## src/rtl/prot_trig_seq_if.sv

```systemverilog
// prot_trig_seq_if
//   Bus between the trigger sequencer, its configuration source, the serial
//   byte receiver, the data_comp comparator and the capture controller.
//   master : drives configuration, control and byte strobes; sees results.
//   slave  : the sequencer itself.
//   Signals:
//     cfg_we/cfg_idx/cfg_match/cfg_mask - table write port (IDLE only)
//     seq_len_m1, timeout               - sequence length-1, idle timeout
//     arm, clr                          - start/restart, abort
//     serial_vld, prot_trig             - byte strobe, data_comp result
//     match, mask                       - current stage pair to data_comp
//     armed, stage, triggered, trig_pulse - status
interface prot_trig_seq_if #(
    parameter int DEPTH = 4,
    parameter int TMO_W = 16
);
    localparam int IW = $clog2(DEPTH);

    logic             cfg_we;
    logic [IW-1:0]    cfg_idx;
    logic [7:0]       cfg_match;
    logic [7:0]       cfg_mask;
    logic [IW-1:0]    seq_len_m1;
    logic [TMO_W-1:0] timeout;
    logic             arm;
    logic             clr;
    logic             serial_vld;
    logic             prot_trig;
    logic [7:0]       match;
    logic [7:0]       mask;
    logic             armed;
    logic [IW-1:0]    stage;
    logic             triggered;
    logic             trig_pulse;

    modport master (
        output cfg_we, cfg_idx, cfg_match, cfg_mask, seq_len_m1, timeout,
               arm, clr, serial_vld, prot_trig,
        input  match, mask, armed, stage, triggered, trig_pulse
    );

    modport slave (
        input  cfg_we, cfg_idx, cfg_match, cfg_mask, seq_len_m1, timeout,
               arm, clr, serial_vld, prot_trig,
        output match, mask, armed, stage, triggered, trig_pulse
    );
endinterface

```

## src/rtl/prot_trig_seq.sv

```systemverilog
// prot_trig_seq
//   Multi-stage protocol trigger sequencer. Holds DEPTH match/mask pairs,
//   presents table[stage] to the external byte comparator, advances one
//   stage per matching byte and triggers after seq_len_m1+1 consecutive
//   in-order matches. An idle gap of `timeout` cycles mid-sequence drops the
//   sequence back to stage 0.
//   Ports:
//     clk  - system clock
//     rst  - asynchronous active-high reset (also clears the table)
//     bus  - prot_trig_seq_if.slave (configuration, control, byte, status)
module prot_trig_seq #(
    parameter int DEPTH = 4,
    parameter int TMO_W = 16
) (
    input  logic              clk,
    input  logic              rst,
    prot_trig_seq_if.slave    bus
);
    localparam int IW = $clog2(DEPTH);
    localparam logic [TMO_W-1:0] TMO_ONE = TMO_W'(1);
    localparam logic [IW-1:0]    STG_ONE = IW'(1);

    typedef enum logic [1:0] {
        S_IDLE  = 2'd0,
        S_ARMED = 2'd1,
        S_TRIG  = 2'd2
    } state_t;

    state_t                  state_q, state_d;
    logic [IW-1:0]           stage_q, stage_d;
    logic [IW-1:0]           len_q, len_d;
    logic [TMO_W-1:0]        timer_q, timer_d;
    logic                    pulse_q, pulse_d;
    logic [DEPTH-1:0][7:0]   tbl_match_q, tbl_match_d;
    logic [DEPTH-1:0][7:0]   tbl_mask_q, tbl_mask_d;

    // State register
    always_ff @(posedge clk or posedge rst) begin
        if (rst) begin
            state_q     <= S_IDLE;
            stage_q     <= '0;
            len_q       <= '0;
            timer_q     <= '0;
            pulse_q     <= 1'b0;
            tbl_match_q <= '0;
            tbl_mask_q  <= '1;
        end else begin
            state_q     <= state_d;
            stage_q     <= stage_d;
            len_q       <= len_d;
            timer_q     <= timer_d;
            pulse_q     <= pulse_d;
            tbl_match_q <= tbl_match_d;
            tbl_mask_q  <= tbl_mask_d;
        end
    end

    // Next state
    always_comb begin
        state_d     = state_q;
        stage_d     = stage_q;
        len_d       = len_q;
        timer_d     = timer_q;
        pulse_d     = 1'b0;
        tbl_match_d = tbl_match_q;
        tbl_mask_d  = tbl_mask_q;

        // Table is frozen once a sequence is running.
        if (state_q == S_IDLE && bus.cfg_we) begin
            tbl_match_d[bus.cfg_idx] = bus.cfg_match;
            tbl_mask_d[bus.cfg_idx]  = bus.cfg_mask;
        end

        if (bus.clr) begin
            state_d = S_IDLE;
            stage_d = '0;
            timer_d = '0;
        end else if (bus.arm) begin
            // A byte arriving with arm is deliberately dropped.
            state_d = S_ARMED;
            stage_d = '0;
            timer_d = '0;
            len_d   = bus.seq_len_m1;
        end else if (state_q == S_ARMED) begin
            if (bus.serial_vld) begin
                if (bus.prot_trig) begin
                    if (stage_q == len_q) begin
                        state_d = S_TRIG;
                        pulse_d = 1'b1;
                    end else begin
                        stage_d = stage_q + STG_ONE;
                        timer_d = '0;
                    end
                end else begin
                    // Mismatch restarts; this byte is not retried at stage 0.
                    stage_d = '0;
                    timer_d = '0;
                end
            end else if (stage_q != '0) begin
                // timer counts completed idle cycles, so comparing against
                // timeout-1 expires after exactly `timeout` idle cycles.
                if (bus.timeout != '0 && timer_q == bus.timeout - TMO_ONE) begin
                    stage_d = '0;
                    timer_d = '0;
                end else if (timer_q != '1) begin
                    timer_d = timer_q + TMO_ONE;
                end
            end
        end
    end

    // Outputs
    always_comb begin
        bus.match      = tbl_match_q[stage_q];
        bus.mask       = tbl_mask_q[stage_q];
        bus.stage      = stage_q;
        bus.armed      = (state_q == S_ARMED);
        bus.triggered  = (state_q == S_TRIG);
        bus.trig_pulse = pulse_q;
    end
endmodule

```

## src/flat_wrapper.sv

```systemverilog
// flat-port wrapper written by rule: the top's interface ports become plain ports
module prot_trig_seq_flat 
#(
    parameter int DEPTH = 4,
    parameter int TMO_W = 16
)
  (clk, rst, bus_cfg_we, bus_cfg_idx, bus_cfg_match, bus_cfg_mask, bus_seq_len_m1, bus_timeout, bus_arm, bus_clr, bus_serial_vld, bus_prot_trig, bus_match, bus_mask, bus_armed, bus_stage, bus_triggered, bus_trig_pulse);
  prot_trig_seq_if #(.DEPTH(DEPTH), .TMO_W(TMO_W)) bus_i ();
  input  logic clk;
  input  logic rst;
  input wire logic [$bits(bus_i.cfg_we)-1:0] bus_cfg_we;
  input wire logic [$bits(bus_i.cfg_idx)-1:0] bus_cfg_idx;
  input wire logic [$bits(bus_i.cfg_match)-1:0] bus_cfg_match;
  input wire logic [$bits(bus_i.cfg_mask)-1:0] bus_cfg_mask;
  input wire logic [$bits(bus_i.seq_len_m1)-1:0] bus_seq_len_m1;
  input wire logic [$bits(bus_i.timeout)-1:0] bus_timeout;
  input wire logic [$bits(bus_i.arm)-1:0] bus_arm;
  input wire logic [$bits(bus_i.clr)-1:0] bus_clr;
  input wire logic [$bits(bus_i.serial_vld)-1:0] bus_serial_vld;
  input wire logic [$bits(bus_i.prot_trig)-1:0] bus_prot_trig;
  output wire logic [$bits(bus_i.match)-1:0] bus_match;
  output wire logic [$bits(bus_i.mask)-1:0] bus_mask;
  output wire logic [$bits(bus_i.armed)-1:0] bus_armed;
  output wire logic [$bits(bus_i.stage)-1:0] bus_stage;
  output wire logic [$bits(bus_i.triggered)-1:0] bus_triggered;
  output wire logic [$bits(bus_i.trig_pulse)-1:0] bus_trig_pulse;
  assign bus_i.cfg_we = bus_cfg_we;
  assign bus_i.cfg_idx = bus_cfg_idx;
  assign bus_i.cfg_match = bus_cfg_match;
  assign bus_i.cfg_mask = bus_cfg_mask;
  assign bus_i.seq_len_m1 = bus_seq_len_m1;
  assign bus_i.timeout = bus_timeout;
  assign bus_i.arm = bus_arm;
  assign bus_i.clr = bus_clr;
  assign bus_i.serial_vld = bus_serial_vld;
  assign bus_i.prot_trig = bus_prot_trig;
  assign bus_match = bus_i.match;
  assign bus_mask = bus_i.mask;
  assign bus_armed = bus_i.armed;
  assign bus_stage = bus_i.stage;
  assign bus_triggered = bus_i.triggered;
  assign bus_trig_pulse = bus_i.trig_pulse;
  prot_trig_seq #(.DEPTH(DEPTH), .TMO_W(TMO_W)) u_core (.clk(clk), .rst(rst), .bus(bus_i));
endmodule
```

## config.mk

```make
export PLATFORM = sky130hd
export DESIGN_NAME = prot_trig_seq_flat
export DESIGN_NICKNAME = d
export VERILOG_FILES = /design/src/rtl/prot_trig_seq_if.sv /design/src/rtl/prot_trig_seq.sv /design/src/flat_wrapper.sv
export SDC_FILE = /design/constraint.sdc
export NUM_CORES = 1
export LEC_CHECK = 0
export CORE_UTILIZATION = 45
export CTS_CLUSTER_SIZE = 10
export DETAILED_ROUTE_END_ITERATION = 8
export PLACE_DENSITY_LB_ADDON = 0.15
export RECOVER_POWER = 25
export SYNTH_ARGS = -nofsm -noshare
export SYNTH_HDL_FRONTEND = slang
export SYNTH_SLANG_ARGS = --single-unit
```

## constraint.sdc

```tcl
create_clock -name clk -period 3.4 [get_ports clk]
set_input_delay 0.34 -clock clk [delete_from_list [all_inputs] [get_ports clk]]
set_output_delay 0.34 -clock clk [all_outputs]
set_load 0.05 [all_outputs]
```

==> summary.md <==
| Metric | Value |
|---|---|
| Status | `finished, violations left` |
| Violated checks | `max-capacitance violations, max-slew violations` |
| Fmax | `between 300 and 400 MHz` |
| Post-layout min period | `a little over 3 ns` |
| Cts bufs inserted | `9` |
| GR Overflow Total | `0` |
| #FFs+latches synth | `87` |
| Drt drc | `0` |
| Clock skew | `around 0.012 ns` |
| Sequential share of power | `just under 50%` |
| Period utilization | `around nine tenths` |
| GRT Max-Usage Layer | `met2` |
| Clock Pin Slew Worst Setup and Hold Paths | `0.08 ns` |
| Setup crit end kind | `register` |
| Clk root buf | `clkbuf_8` |
| Total Routing Usage GR | `21.1%` |
| Register Area | `about 2200 um^2` |
| Initial DRT Pass Iterations | `4` |
| Post-Syn Nets | `around 450` |
| Vias in the first global route | `between 3000 and 4000` |
| # fillers | `858` |
| CTS sink count | `between 80 and 90` |
| Final wirelength | `about 11000 um` |
| Net Sw Frac | `a little under a third` |
| Crit-path leading delay family | `compound AO/OA/AOI/OAI gates` |
| DP HPWL | `between 7000 and 8000 um` |
| Post-synth ARST share | `100%` |
| Share of cells above drive strength 1 | `33.5%` |
| Critical path required time | `between 3 and 4 ns` |
| Die Height | `104 um` |
| Crit path DAT | `3.38 ns` |
| CP max FO | `10` |
| Nets | `531` |
| Initial antenna violation count | `0` |
| Longest Clk Path Bufs | `2` |
| Met1 usage | `between 20% and 30%` |
| Logic pwr share | `a little over a quarter` |
| Setup TNS | `0 ns` |
| Yosys warns | `0` |
| # IOs | `64` |
| Dpl cell area | `5680 um^2` |
| Routed vias | `between 3000 and 4000` |
| Port bufs | `63` |
| Gpl congestion | `0.844` |
| Sw power | `around 0.85 mW` |
| Top cells by area, synth | `dfrtp_1, dfstp_2, mux2_2` |
| Sequential cell area fraction in the yosys report | `between 40% and 50%` |
| Worst-Skew Late Latency | `~0.36 ns` |
| Core Box Area | `roughly 10000 um^2` |
| Synthesis-to-finish area growth | `23.9%` |
| Startpoint Class | `input port` |
| # diodes | `0` |
| Row count | `37` |
| Routed WL per cell | `~17 um` |
| Antenna-violating nets left | `0` |
| Yosys cell types | `53` |
| Initial DRC Count | `157` |
| Ys flop type | `dfrtp_1` |
| Max cap viols | `1` |
| Post-synth EDFFs | `0` |
| Synth top area share | `between 20% and 30%` |
| CP Cell Sequence | `clkdlybuf4s50_1 -> inv_1 -> ha_1 -> buf_4 -> buf_4 -> nand2b_1 -> a21oi_1 -> a311oi_1 -> a311o_1 -> a2111o_1 -> o21a_1 -> nor2_8 -> mux2i_1` |
| Multi-input logic area | `roughly 2400 um^2` |
| CP most frequent cell | `buf_4` |
| Setup Crit Path Kind | `in -> reg` |
| First-pass GRT wire length | `between 15000 and 20000 um` |
| Count leader, synth | `mux2_2` |
| Yosys top cell by area | `dfrtp_1` |
| Starting Density | `a little under half` |
| R2r setup slk | `roughly 0.55 ns` |
| Syn Area/Cell | `roughly 12 um^2` |
| Crit path largest cell delay | `roughly 0.57 ns` |
| Die Area | `around 11000 um^2` |
| Synthesized area | `between 4000 and 5000 um^2` |
| Setup violators final | `0` |
| Hold Crit Class | `reg -> reg` |
| Clk network pwr share | `a little under a quarter` |
| Worst vdd ir | `between 0.0003 and 0.0004 V` |
| Top cells by count, synth | `mux2_2, dfrtp_1, dfstp_2, nand2_1, nor2_1` |
| Worst Path Buf+Inv | `4` |
| Power per Cell Area | `~480 nW/um^2` |
| Post-cts hold buffer count | `0` |
| Met3 Usage GRT | `4.57%` |
| Pin count of the biggest net entering global routing | `39` |
| Slew Viols, Final | `39` |
| Critical-path top delay cell | `clkdlybuf4s50_1` |
| Grt met2 use | `about a third` |
| Lkg Pwr | `2.26 nW` |
| Cells after Synth | `about 400` |
| Fin area | `5840 um^2` |
| Final Hold Fails | `0` |
| Die width | `about 100 um` |
| CTS tree | `done` |
| Number of gates resized after CTS | `0` |
| Postcts setup bufs | `0` |
| Pin slew with the least headroom to its limit | `1.68 ns` |
| Worst rel slew slack | `-11.8%` |
| H-tree depth | `3` |
| RSZ-0062 raised after global routing | `no` |
| Avg Vias per Cell | `roughly 5.6` |
| P_int | `1.95 mW` |
[cells in the final DEF (no fill, tap or decap), types with 11 or more instances in the layout]
master | synthesis | layout
dfstp_2 | 32 | 32
mux2_2 | 67 | 67
nor3_1 | 13 | 12
o21ai_0 | 13 | 13
dfrtp_1 | 55 | 55
a21oi_1 | 14 | 14
clkdlybuf4s50_1 | 0 | 62
inv_1 | 15 | 14
mux4_2 | 16 | 16
nor2_1 | 18 | 18
xnor2_1 | 11 | 11
nand2_1 | 22 | 22
buf_4 | 0 | 25
[per-layer routing]
metal,up-vias,wire length [um]
li1,1670,-
met1,1776,4880
met2,72,5070
met3,10,547
met4,0,131
met5,-,0
[power groups by stage]
| stage | clock network, mW | logic [mW] | registers [mW] |
|---|---|---|---|
| 2_1_floorplan | 0 | 0.531 | 1.36 |
| 3_3_place_gp | 0 | 0.757 | 1.38 |
| 3_5_place_dp | 0 | 0.771 | 1.39 |
| 4_1_cts | 0.683 | 0.775 | 1.37 |
| 5_1_grt | 0.723 | 0.814 | 1.40 |
| 6_report | 0.667 | 0.766 | 1.37 |
[area by class of cell]
class	instances	share of cell area, %
repair buffers	89	14.2
clock inverters	4	0.535
well taps	136	2.91
inverters	15	0.985
flip-flops and latches	87	37.9
clock buffers	12	2.48
multi-input cells	283	40.9
[registers in the layout (all words and copies together) (netlist names)]
register,count
u_core.tbl_mask_q,32
u_core.tbl_match_q,32
u_core.timer_q,16
u_core.bus.stage,2
u_core.len_q,2
u_core.state_q,2
u_core.bus.trig_pulse,1
[worst reg2reg max path: stages, from the launching register on]
cell and delay [ns]:
dfrtp_1 0.44, inv_1 0.11, o31a_1 0.29, or4_1 0.50, a311o_1 0.28, a2111o_1 0.38, o21a_1 0.35, nor2_8 0.22
mux2i_1 0.20
[through the flow]
| stage | worst slack [ns] | hold slack [ns] | std cells | power [mW] | util, % |
|---|---|---|---|---|---|
| floorplan | 0.141 | 0.406 | 399 | 1.89 | - |
| global placement | -0.00711 | 0.481 | 610 | 2.14 | 55.5 |
| detailed placement | -0.0507 | 0.491 | 610 | 2.16 | 55.5 |
| CTS | 0.308 | 0.279 | 626 | 2.83 | 57.2 |
| global route | 0.0822 | 0.524 | 626 | 2.94 | 57.1 |
| finish | 0.305 | 0.511 | 626 | 2.81 | 57.1 |
[cell families (layout without fill, tap and decap cells)]
logic type / after synthesis / after routing / share of synthesized area [%]
buffers and inverters: 29 / 120 / 2.52
and+or+nand+nor: 117 / 117 / 13.9
adders and majority gates: 3 / 3 / 0.796
xor gates and xnor gates: 17 / 17 / 3.16
muxes: 88 / 88 / 24.7
DFF: 87 / 87 / 47.0
AOI/OAI and AO/OA: 58 / 58 / 7.93
[worst paths after layout]
path	from	endpoint	depth (start not counted)
worst max-delay path	bus_timeout[0]	u_core.bus.stage[1]	13
worst min-delay path	u_core.tbl_match_q[27]	u_core.tbl_match_q[27]	1
worst max register to register	u_core.timer_q[2]	u_core.bus.stage[1]	8
worst min register to register	u_core.tbl_match_q[27]	u_core.tbl_match_q[27]	1
max in group asynchronous	rst	u_core.tbl_match_q[26]	3
min in group asynchronous	rst	u_core.tbl_match_q[1]	2
Power figures use the tool's default switching activity.
